===== config.mk =====
export PLATFORM = sky130hd
export DESIGN_NAME = hazard_ctrl
export DESIGN_NICKNAME = d
export VERILOG_FILES = /design/src/rtl/hazard_ctrl_pkg.sv /design/src/rtl/hazard_perf_cnt.sv /design/src/rtl/hazard_ctrl.sv
export SDC_FILE = /design/constraint.sdc
export NUM_CORES = 1
export LEC_CHECK = 0
export ABC_CLOCK_PERIOD_IN_PS = 2100
export CAP_MARGIN = 0
export CORE_ASPECT_RATIO = 0.9
export CORE_MARGIN = 4
export CORE_UTILIZATION = 40
export CTS_BUF_LIST = sky130_fd_sc_hd__clkbuf_16
export CTS_CLUSTER_DIAMETER = 200
export CTS_CLUSTER_SIZE = 16
export DETAILED_ROUTE_END_ITERATION = 12
export GPL_TIMING_DRIVEN = 0
export PLACE_DENSITY = 0.67
export SKIP_LAST_GASP = 1
export SYNTH_ARGS = -nofsm -noshare
export SYNTH_HDL_FRONTEND = slang
export SYNTH_SLANG_ARGS = --single-unit

===== constraint.sdc =====
create_clock -name clk -period 2.1 [get_ports clk]
set_clock_uncertainty 0.2 [all_clocks]
set_input_delay 0.21 -clock clk [delete_from_list [all_inputs] [get_ports clk]]
set_output_delay 0.21 -clock clk [all_outputs]
set_load 0.01 [all_outputs]

===== src/rtl/hazard_ctrl_pkg.sv =====
// Shared definitions for the hazard controller and the datapath pipeline registers:
// FSM state encoding, stall/flush bit-vector ordering and the load-use detector.
package hazard_ctrl_pkg;

    typedef enum logic {
        ST_RUN      = 1'b0,
        ST_MEM_WAIT = 1'b1
    } hz_state_t;

    // Stall vector bit order, shared with the pipeline-register instances.
    localparam int STALL_W      = 4;
    localparam int STALL_PC     = 0;
    localparam int STALL_IF_ID  = 1;
    localparam int STALL_ID_EX  = 2;
    localparam int STALL_EX_MEM = 3;

    // Flush vector bit order.
    localparam int FLUSH_W      = 2;
    localparam int FLUSH_IF_ID  = 0;
    localparam int FLUSH_ID_EX  = 1;

    // A load in EX whose destination is read by the ID instruction; x0 is never a hazard.
    function automatic logic lduse_detect(
        input logic [4:0] ra0,
        input logic [4:0] ra1,
        input logic       re0,
        input logic       re1,
        input logic       mem_re,
        input logic       we,
        input logic [4:0] wa
    );
        lduse_detect = mem_re & we & (wa != 5'd0) &
                       ((re0 & (ra0 == wa)) | (re1 & (ra1 == wa)));
    endfunction

endpackage


===== src/rtl/hazard_perf_cnt.sv =====
// Hazard performance counters: three free-running, wrapping counters with increment enables.
module hazard_perf_cnt #(
    parameter int CNT_W = 32
) (
    input  logic             clk,
    input  logic             rstn,
    input  logic             inc_lduse,
    input  logic             inc_memwait,
    input  logic             inc_flush,
    output logic [CNT_W-1:0] cnt_lduse,
    output logic [CNT_W-1:0] cnt_memwait,
    output logic [CNT_W-1:0] cnt_flush
);

    // Each counter advances by one when its enable is high and wraps modulo 2^CNT_W.
    always_ff @(posedge clk or negedge rstn) begin
        if (!rstn) begin
            cnt_lduse   <= '0;
            cnt_memwait <= '0;
            cnt_flush   <= '0;
        end else begin
            if (inc_lduse)   cnt_lduse   <= cnt_lduse   + CNT_W'(1);
            if (inc_memwait) cnt_memwait <= cnt_memwait + CNT_W'(1);
            if (inc_flush)   cnt_flush   <= cnt_flush   + CNT_W'(1);
        end
    end

endmodule


===== src/rtl/hazard_ctrl.sv =====
// Hazard controller for the five-stage LA32R pipeline: resolves load-use, EX redirects and
// multi-cycle data-memory accesses into stall/flush controls, and tracks hazard statistics.
module hazard_ctrl
    import hazard_ctrl_pkg::*;
#(
    parameter int CNT_W    = 32,
    parameter int MAX_WAIT = 16
) (
    input  logic             clk,
    input  logic             rstn,
    input  logic [4:0]       rf_ra0_id,
    input  logic [4:0]       rf_ra1_id,
    input  logic             rf_re0_id,
    input  logic             rf_re1_id,
    input  logic             mem_re_ex,
    input  logic             rf_we_ex,
    input  logic [4:0]       rf_wa_ex,
    input  logic             br_taken_ex,
    input  logic             dmem_req_mem,
    input  logic             dmem_ready,
    output logic             stall_pc,
    output logic             stall_if_id,
    output logic             stall_id_ex,
    output logic             stall_ex_mem,
    output logic             flush_if_id,
    output logic             flush_id_ex,
    output logic             mem_timeout,
    output logic [CNT_W-1:0] cnt_lduse,
    output logic [CNT_W-1:0] cnt_memwait,
    output logic [CNT_W-1:0] cnt_flush
);

    localparam int                WAIT_W   = $clog2(MAX_WAIT + 1);
    localparam logic [WAIT_W-1:0] WAIT_MAX = WAIT_W'(MAX_WAIT);
    localparam logic [WAIT_W-1:0] WAIT_ONE = WAIT_W'(1);

    hz_state_t           state;
    hz_state_t           state_nxt;
    logic [WAIT_W-1:0]   wait_cnt;
    logic [WAIT_W-1:0]   wait_nxt;
    logic                lduse;
    logic                memhold;
    logic                apply_run;
    logic [STALL_W-1:0]  stall_vec;
    logic [FLUSH_W-1:0]  flush_vec;
    logic                inc_lduse;
    logic                inc_memwait;
    logic                inc_flush;

    assign lduse   = lduse_detect(rf_ra0_id, rf_ra1_id, rf_re0_id, rf_re1_id,
                                  mem_re_ex, rf_we_ex, rf_wa_ex);
    assign memhold = dmem_req_mem & ~dmem_ready;

    // State register plus the wait-length tracker and the sticky timeout flag.
    always_ff @(posedge clk or negedge rstn) begin
        if (!rstn) begin
            state       <= ST_RUN;
            wait_cnt    <= '0;
            mem_timeout <= 1'b0;
        end else begin
            state    <= state_nxt;
            wait_cnt <= wait_nxt;
            if (memhold && (wait_nxt == WAIT_MAX)) mem_timeout <= 1'b1;
        end
    end

    // Next state: enter the wait on an unfinished access, leave it once the access completes or
    // the request is withdrawn. The wait count includes the entry cycle and saturates.
    always_comb begin
        state_nxt = state;
        wait_nxt  = wait_cnt;
        case (state)
            ST_RUN: begin
                if (memhold) begin
                    state_nxt = ST_MEM_WAIT;
                    wait_nxt  = WAIT_ONE;
                end else begin
                    wait_nxt  = '0;
                end
            end
            ST_MEM_WAIT: begin
                if (memhold) begin
                    wait_nxt = (wait_cnt == WAIT_MAX) ? wait_cnt : wait_cnt + WAIT_ONE;
                end else begin
                    state_nxt = ST_RUN;
                    wait_nxt  = '0;
                end
            end
            default: begin
                state_nxt = ST_RUN;
                wait_nxt  = '0;
            end
        endcase
    end

    // Outputs: freeze the whole front end while memory is busy; otherwise a redirect squashes
    // IF/ID and ID/EX (overriding load-use, whose ID instruction dies anyway), and a load-use
    // holds PC and IF/ID while injecting a bubble into ID/EX. The release cycle of a wait uses
    // the same rules, so a redirect frozen in EX fires there. Forced quiet while in reset.
    always_comb begin
        stall_vec   = '0;
        flush_vec   = '0;
        inc_lduse   = 1'b0;
        inc_memwait = 1'b0;
        inc_flush   = 1'b0;
        apply_run   = 1'b0;
        case (state)
            ST_RUN: begin
                if (memhold) stall_vec = '1;
                else         apply_run = 1'b1;
            end
            ST_MEM_WAIT: begin
                if (memhold) begin
                    stall_vec   = '1;
                    inc_memwait = 1'b1;
                end else begin
                    apply_run   = 1'b1;
                end
            end
            default: apply_run = 1'b0;
        endcase
        if (apply_run) begin
            if (br_taken_ex) begin
                flush_vec = '1;
                inc_flush = 1'b1;
            end else if (lduse) begin
                stall_vec[STALL_PC]    = 1'b1;
                stall_vec[STALL_IF_ID] = 1'b1;
                flush_vec[FLUSH_ID_EX] = 1'b1;
                inc_lduse              = 1'b1;
            end
        end
        if (!rstn) begin
            stall_vec   = '0;
            flush_vec   = '0;
            inc_lduse   = 1'b0;
            inc_memwait = 1'b0;
            inc_flush   = 1'b0;
        end
    end

    assign stall_pc     = stall_vec[STALL_PC];
    assign stall_if_id  = stall_vec[STALL_IF_ID];
    assign stall_id_ex  = stall_vec[STALL_ID_EX];
    assign stall_ex_mem = stall_vec[STALL_EX_MEM];
    assign flush_if_id  = flush_vec[FLUSH_IF_ID];
    assign flush_id_ex  = flush_vec[FLUSH_ID_EX];

    hazard_perf_cnt #(
        .CNT_W (CNT_W)
    ) u_perf_cnt (
        .clk         (clk),
        .rstn        (rstn),
        .inc_lduse   (inc_lduse),
        .inc_memwait (inc_memwait),
        .inc_flush   (inc_flush),
        .cnt_lduse   (cnt_lduse),
        .cnt_memwait (cnt_memwait),
        .cnt_flush   (cnt_flush)
    );

endmodule

==> out/results.ini, run 1 <==
[global_route]
grt_pass1_vias = 3895
grt_pass1_wl_mm = 20.17
overflow = 0
track_usage_pct = 17.21
antenna_found_initial = 0
grt_max_degree = 58

[synth]
syn-cell-area_sq_um = 5074
synth_cell_types = 42
ys_ff_latch = 103
yosysSeqAreaShare_pct = 50.80
syn_nets = 485
yosysWarnings = 0
synthCells = 456
synth.avg_cell_area_sq_um = 11.13

[floorplanning]
fp-row-count = 38
die_w_um = 126.7
ioPinCount = 127
die_h_um = 114.8
core_region_area_sq_um = 12220
die-area_sq_um = 14550
start_util_pct = 41.52

[timing]
worst_slew_pin_slew_ps = 485.0
setup_viol = 0
grt_setup_unrepaired = true
drv_slew = 0
hold_viol = 0
fmaxAchievable_mhz = 490.6
slew_headroom_pct = 67.60
post-route-period-util_pct = 97.05
fin_ws_ps = 61.87
timing.final.crit_period_ps = 2038

[cells_and_area]
n_antenna_cell = 0
drive_gt1_share_pct = 16.91
final_common_cell = clkdlybuf4s50_1
final_cell_mix = clkdlybuf4s50_1, dfrtp_1, xnor2_1
fill_cells = 1025
syn2layout_area_growth_pct = 43.58
final_nets = 639

[routing]
wirelength_mm = 13.05
vias_per_cell = 5.209
drt_iter0_drc = 224
drc_errors = 0
ant_nets = 0
drtPass1Iterations = 4
num_vias = 4037
wl_per_cell_um = 16.84

[pwr]
ir_drop_mv = 0.7694
p_leak_nw = 3.211
total_power_mw = 4.676
power_per_cell_area_nw_per_um2 = 642.0

[clock_network]
tritoncts = built
numCtsBuffers = 9
cts_max_level = 3
clk_pin_slew_ps = 70
worst_skew_pair.late_latency_ps = 350
cts_sinks = 103
cts-root-buf = clkbuf_16
cts_buffer_depth = 2

[worst_setup_path]
startpoint_type = flop
arrival_ps = 2100
cp_max_fo = 6
critical_path_class = flop to flop
crit_required_ps = 2160
endpoint_kind = flop

[outcome]
status = finished clean

[place]
routabilityCongestion = 0.7935
port_buffers = 126
pre_cts_slack_ps = -1168
dp.final_hpwl_mm = 9.033

[min_path]
worstHoldPathType = input port to flop

[run]
max_cap_viol_count = 0

[worst max-delay path: stages (launching register included)]
cell     delay (ps)
dfrtp_2         420
nand4_1         130
buf_4           190
nor4_2          320
nand4_1         230
nor4_2          270
xor2_1          190
[power breakdown]
part           switching (mW)  total, mW  internal, mW
clock network           0.744       1.90          1.16
registers               0.118       2.18          2.07
logic                   0.269      0.592         0.323
total                    1.13       4.68          3.55
[state kept, by name, summed over array words and instances (netlist names)]
register / count
u_perf_cnt.cnt_memwait: 32
u_perf_cnt.cnt_lduse: 32
mem_timeout: 1
wait_cnt: 5
u_perf_cnt.cnt_flush: 32
state: 1
[metrics by stage]
step / utilization (%) / cell area, sq um / TNS, ps / std cells / hold slack (ps)
after global placement: 53.48 / 6535 / -814530 / 742 / 253.0
final: 59.61 / 7284 / 0 / 775 / 119.7
after floorplan: - / 5074 / 0 / 456 / -285.6
after global routing: 59.61 / 7284 / -180.7 / 775 / 127.8
after detailed placement: 53.69 / 6560 / -42680 / 743 / 103.7
after CTS: 57.47 / 7023 / -269.7 / 764 / -468.0
[cell type report]
class	count	area (sq um)	area share [%]
inverter	9	33.78	0.4638
buffer	7	65.06	0.8932
clock buffer	9	225.2	3.092
sequential	103	2584	35.47
clock inverter	7	112.6	1.546
tap	160	200.2	2.748
timing repair buffer	146	1511	20.75
multi-input combinational	334	2552	35.04
[what timing repair did]
| action | 4_1_cts | 5_1_grt |
|---|---|---|
| endpoints found under the setup margin | 53 | 56 |
| pin swaps | 10 | 11 |
| cloned | 0 | 2 |
| gates resized for setup | 56 | 42 |
| hold endpoints to repair | 103 | 103 |
| buffers inserted | 6 | 3 |
[per-layer routing]
metal	share of wire [%]	GRT usage (%)	wire length, um	vias to the layer above
met4	1.8	6.147	236	0
met1	46	23.39	5962	1996
met5	0	0	0	-
li1	-	-	-	1921
met3	4.4	3.994	569	17
met2	48	27.22	6284	103
[cell usage after synthesis, drive strengths merged]
library cell  count  area (sq um)
or3               2         12.51
a32oi             1         16.27
o211a             2         20.02
nor4             15         156.4
buf               7         58.80
and3             18         112.6
dfrtp           103          2577
clkbuf            3         11.26
nor4bb            1         10.01
nor3             21         110.1
a21oi             1         5.000
and2              4         25.02
o41ai             1         8.760
nor3b             4         45.05
o21ai             1         5.000
o211ai            1         12.51
nor4b             4         53.80
or2               2         15.02
nand3b            1         7.510
nand3            38         190.2
nand2            32         136.4
ha                5         62.56
inv               9         33.78
nor2             23         101.4
nand4            34         212.7
o31ai             1         7.510
mux2              3         33.78
xor2             51         446.7
xnor2            56         490.5
or4               2         15.01
and4              7         61.31
nand2b            3         18.77
[final timing paths]
kind,start,endpoint,slack [ps],cells after the start
setup / recovery,u_perf_cnt.cnt_lduse[8],u_perf_cnt.cnt_lduse[25],60,6
hold / removal,rstn,u_perf_cnt.cnt_flush[0],120,3
setup reg to reg,u_perf_cnt.cnt_lduse[8],u_perf_cnt.cnt_lduse[25],60,6
hold reg to reg,u_perf_cnt.cnt_memwait[31],u_perf_cnt.cnt_memwait[31],260,1
max in group asynchronous,rstn,u_perf_cnt.cnt_memwait[6],860,6
min in group asynchronous,rstn,u_perf_cnt.cnt_memwait[15],190,3
[logic make-up (layout without fill, tap and decap cells)]
| logic type | after synthesis | count (layout) | synth area share, % |
|---|---|---|---|
| buffers and inverters | 19 | 178 | 2.047 |
| adder cells (fa/ha/maj) | 5 | 5 | 1.233 |
| AND/OR/NAND/NOR | 211 | 211 | 25.30 |
| AO/OA/AOI/OAI | 8 | 8 | 1.480 |
| multiplexers | 3 | 3 | 0.6658 |
| XOR/XNOR | 107 | 107 | 18.47 |
| flip-flops | 103 | 103 | 50.80 |
(Power assumes the default switching activity.)
==> run 2, diff against run 1 <==
- ABC_CLOCK_PERIOD_IN_PS: 2100 -> unset
- TNS_END_PERCENT: unset -> 1
==> run 2 against run 1 <==
Critical path type is now input port to primary output. Critical endpoint is now flush_if_id. Utilization shrank 0.86 points. Via count shrank 0.40%. The run now ends with negative setup slack left. Count of clock-buffer cells in the layout is the same. Worst hold slack gained 41 ps. Clock power is essentially flat. Non-clock buffer count shrank 5. Largest cell class unchanged.
==> out/results.ini, run 2 (synthesis gave the netlist of run 1 again) <==
[run]
max_cap_viol_count = 0  ; unchanged

[worst_setup_path]
r2r-end = u_perf_cnt.cnt_memwait[22]
cp_max_fo = 7  ; +1
endpoint_kind = primary output
worst-path-buf-inv = 2  ; +1
crit_required_ps = 1690  ; -470 ps
crit_path_start = dmem_ready
cp.depth = 4  ; -2
crit_slowest_cell = clkdlybuf4s50_1
arrival_ps = 1730  ; -370 ps
critPathMostFrequentCell = clkdlybuf4s50_1
cp_slowest_stage_delay_ps = 570  ; +150 ps
critical_path_class = input port to primary output
worstRegToRegCells = 5  ; -1
crit_family = buffers and inverters
r2r_setup_slack_ps = -20  ; -80 ps
r2r-start = u_perf_cnt.cnt_memwait[5]
path_cells = clkdlybuf4s50_1, nand2b_2, and3_2, clkdlybuf4s50_1
startpoint_type = input port
setup.worst_path.end = flush_if_id

[outcome]
violations = negative setup slack
status = complete, but fails checks

[cells_and_area]
fin_cells = 770  ; -0.65%
final_cell_mix = clkdlybuf4s50_1, dfrtp_1, xnor2_1
drive_gt1_share_pct = 13.11  ; -3.8 points
n_antenna_cell = 0  ; unchanged
final_common_cell = clkdlybuf4s50_1
syn2layout_area_growth_pct = 41.50
top_regs = u_perf_cnt.cnt_flush x32, u_perf_cnt.cnt_lduse x32, u_perf_cnt.cnt_memwait x32
final_nets = 634  ; -0.78%

[routing]
drtPass1Iterations = 4  ; unchanged
vias_per_cell = 5.222  ; +0.25%
wirelength_mm = 12.74  ; -2.4%
drt_iter0_drc = 222  ; -0.89%
num_vias = 4021  ; -0.40%
ant_nets = 0  ; unchanged
wl_per_cell_um = 16.55  ; -1.7%
drc_errors = 0  ; unchanged

[global_route]
grt_pass1_wl_mm = 20.07  ; -0.51%
grt_pass1_vias = 3849  ; -1.2%
met2_usage_pct = 27.50  ; +0.28 points
use_met3_pct = 3.902  ; -0.093 points
grt.busiest_layer = met2
antenna_found_initial = 0  ; unchanged
overflow = 0  ; unchanged
grt_max_degree = 58  ; unchanged
met1_usage_pct = 23.24  ; -0.16 points
track_usage_pct = 17.13  ; -0.081 points

[floorplanning]
die_h_um = 114.8  ; unchanged
core_region_area_sq_um = 12220  ; unchanged
start_util_pct = 41.52  ; unchanged
die_w_um = 126.7  ; unchanged
fp-row-count = 38  ; unchanged
die-area_sq_um = 14550  ; unchanged
ioPinCount = 127  ; unchanged

[clock_network]
cts_max_level = 3  ; unchanged
clk_pin_slew_ps = 70  ; about the same
cts_buffer_depth = 2  ; unchanged
tritoncts = built
cts_sinks = 103  ; unchanged
worst_skew_pair.late_latency_ps = 350  ; about the same
numCtsBuffers = 9  ; unchanged
cts-root-buf = clkbuf_16

[pwr]
total_power_mw = 4.664  ; -0.27%
power_per_cell_area_nw_per_um2 = 649.6  ; +1.2%
ir_drop_mv = 0.7661  ; -0.43%
p_leak_nw = 3.179  ; -0.99%

[timing]
hold_viol = 0  ; unchanged
fmaxAchievable_mhz = 466.7  ; -4.9%
post-route-period-util_pct = 102.0  ; +5.0 points
worst_slew_pin_slew_ps = 525.9  ; +40.87 ps
fin_ws_ps = -42.78  ; -104.7 ps
timing.final.crit_period_ps = 2143  ; +104.7 ps
grt_setup_unrepaired = true
setup_viol = 5  ; +5
fin_setup_tns_ps = -104.2  ; -104.2 ps
slew_headroom_pct = 64.81  ; -2.8 points
drv_slew = 0  ; unchanged

[min_path]
hold_path_startpoint = rstn
worstHoldPathType = input port to flop
hold_depth = 3  ; unchanged

[place]
dp.cells = 743  ; unchanged
port_buffers = 126  ; unchanged
dp.final_hpwl_mm = 9.033  ; unchanged
routabilityCongestion = 0.7935  ; unchanged

==> run 2: repair_timing <==
item	in CTS	in global routing
endpoints found under the setup margin	53	71
gates resized for setup	31	26
gates cloned	0	1
buffers inserted	5	1
endpoints found under the hold margin	103	103
pin swaps	6	6
==> run 2: area by class of cell <==
| type | instances | area [sq um] |
|---|---|---|
| Tap cell | 160 | 200.2 |
| Multi-Input combinational cell | 334 | 2497 |
| Inverter | 9 | 33.78 |
| Fill cell | 1039 | 5040 |
| Sequential cell | 103 | 2577 |
| Clock inverter | 7 | 112.6 |
| Clock buffer | 9 | 225.2 |
| Buffer | 9 | 72.57 |
| Timing Repair Buffer | 139 | 1460 |
==> run 2: worst min path at each step <==
stage | slack [ps] | to
detailed placement | 100 | u_perf_cnt.cnt_memwait[15]
finish | 160 | u_perf_cnt.cnt_flush[0]
floorplan | -290 | mem_timeout
global route | 180 | u_perf_cnt.cnt_flush[0]
global placement | 250 | mem_timeout
CTS | -420 | u_perf_cnt.cnt_memwait[15]
==> run 2: routing by layer <==
metal  part of all wire [%]  up-vias
met4                    1.5        0
met2                     49      107
met5                      0        -
li1                       -     1905
met3                    4.6       14
met1                     45     1995
==> run 2: power by group <==
| part | switching, mW | total (mW) | internal, mW | leakage [nW] |
|---|---|---|---|---|
| Combinational | 0.263 | 0.577 | 0.313 | 1.62 |
| Sequential | 0.118 | 2.18 | 2.07 | 1.40 |
| Clock | 0.747 | 1.90 | 1.16 | 0.160 |
==> run 2: metrics by stage <==
step | util (%) | worst slack, ps | hold slack [ps] | instance area [sq um]
CTS | 57.07 | -163.7 | -421.6 | 6973
finish | 58.75 | -42.78 | 160.5 | 7179
detailed placement | 53.69 | -1168 | 103.7 | 6560
floorplan | - | 1.473 | -285.6 | 5074
global placement | 53.48 | -5010 | 253.0 | 6535
global route | 58.75 | -131.8 | 183.6 | 7179
==> run 2: worst reg2reg max path: stages (launching register included) <==
cell and delay (ps):
dfrtp_1 470, nand4_1 180, or4_1 630, nor2_4 230, nand4_1 140, xnor2_1 140
==> run 3, diff against run 2 <==
- GPL_ROUTABILITY_DRIVEN: unset -> 0
==> results of run 3 <==
The final DEF is identical to that of run 2; final timing and power are the same.
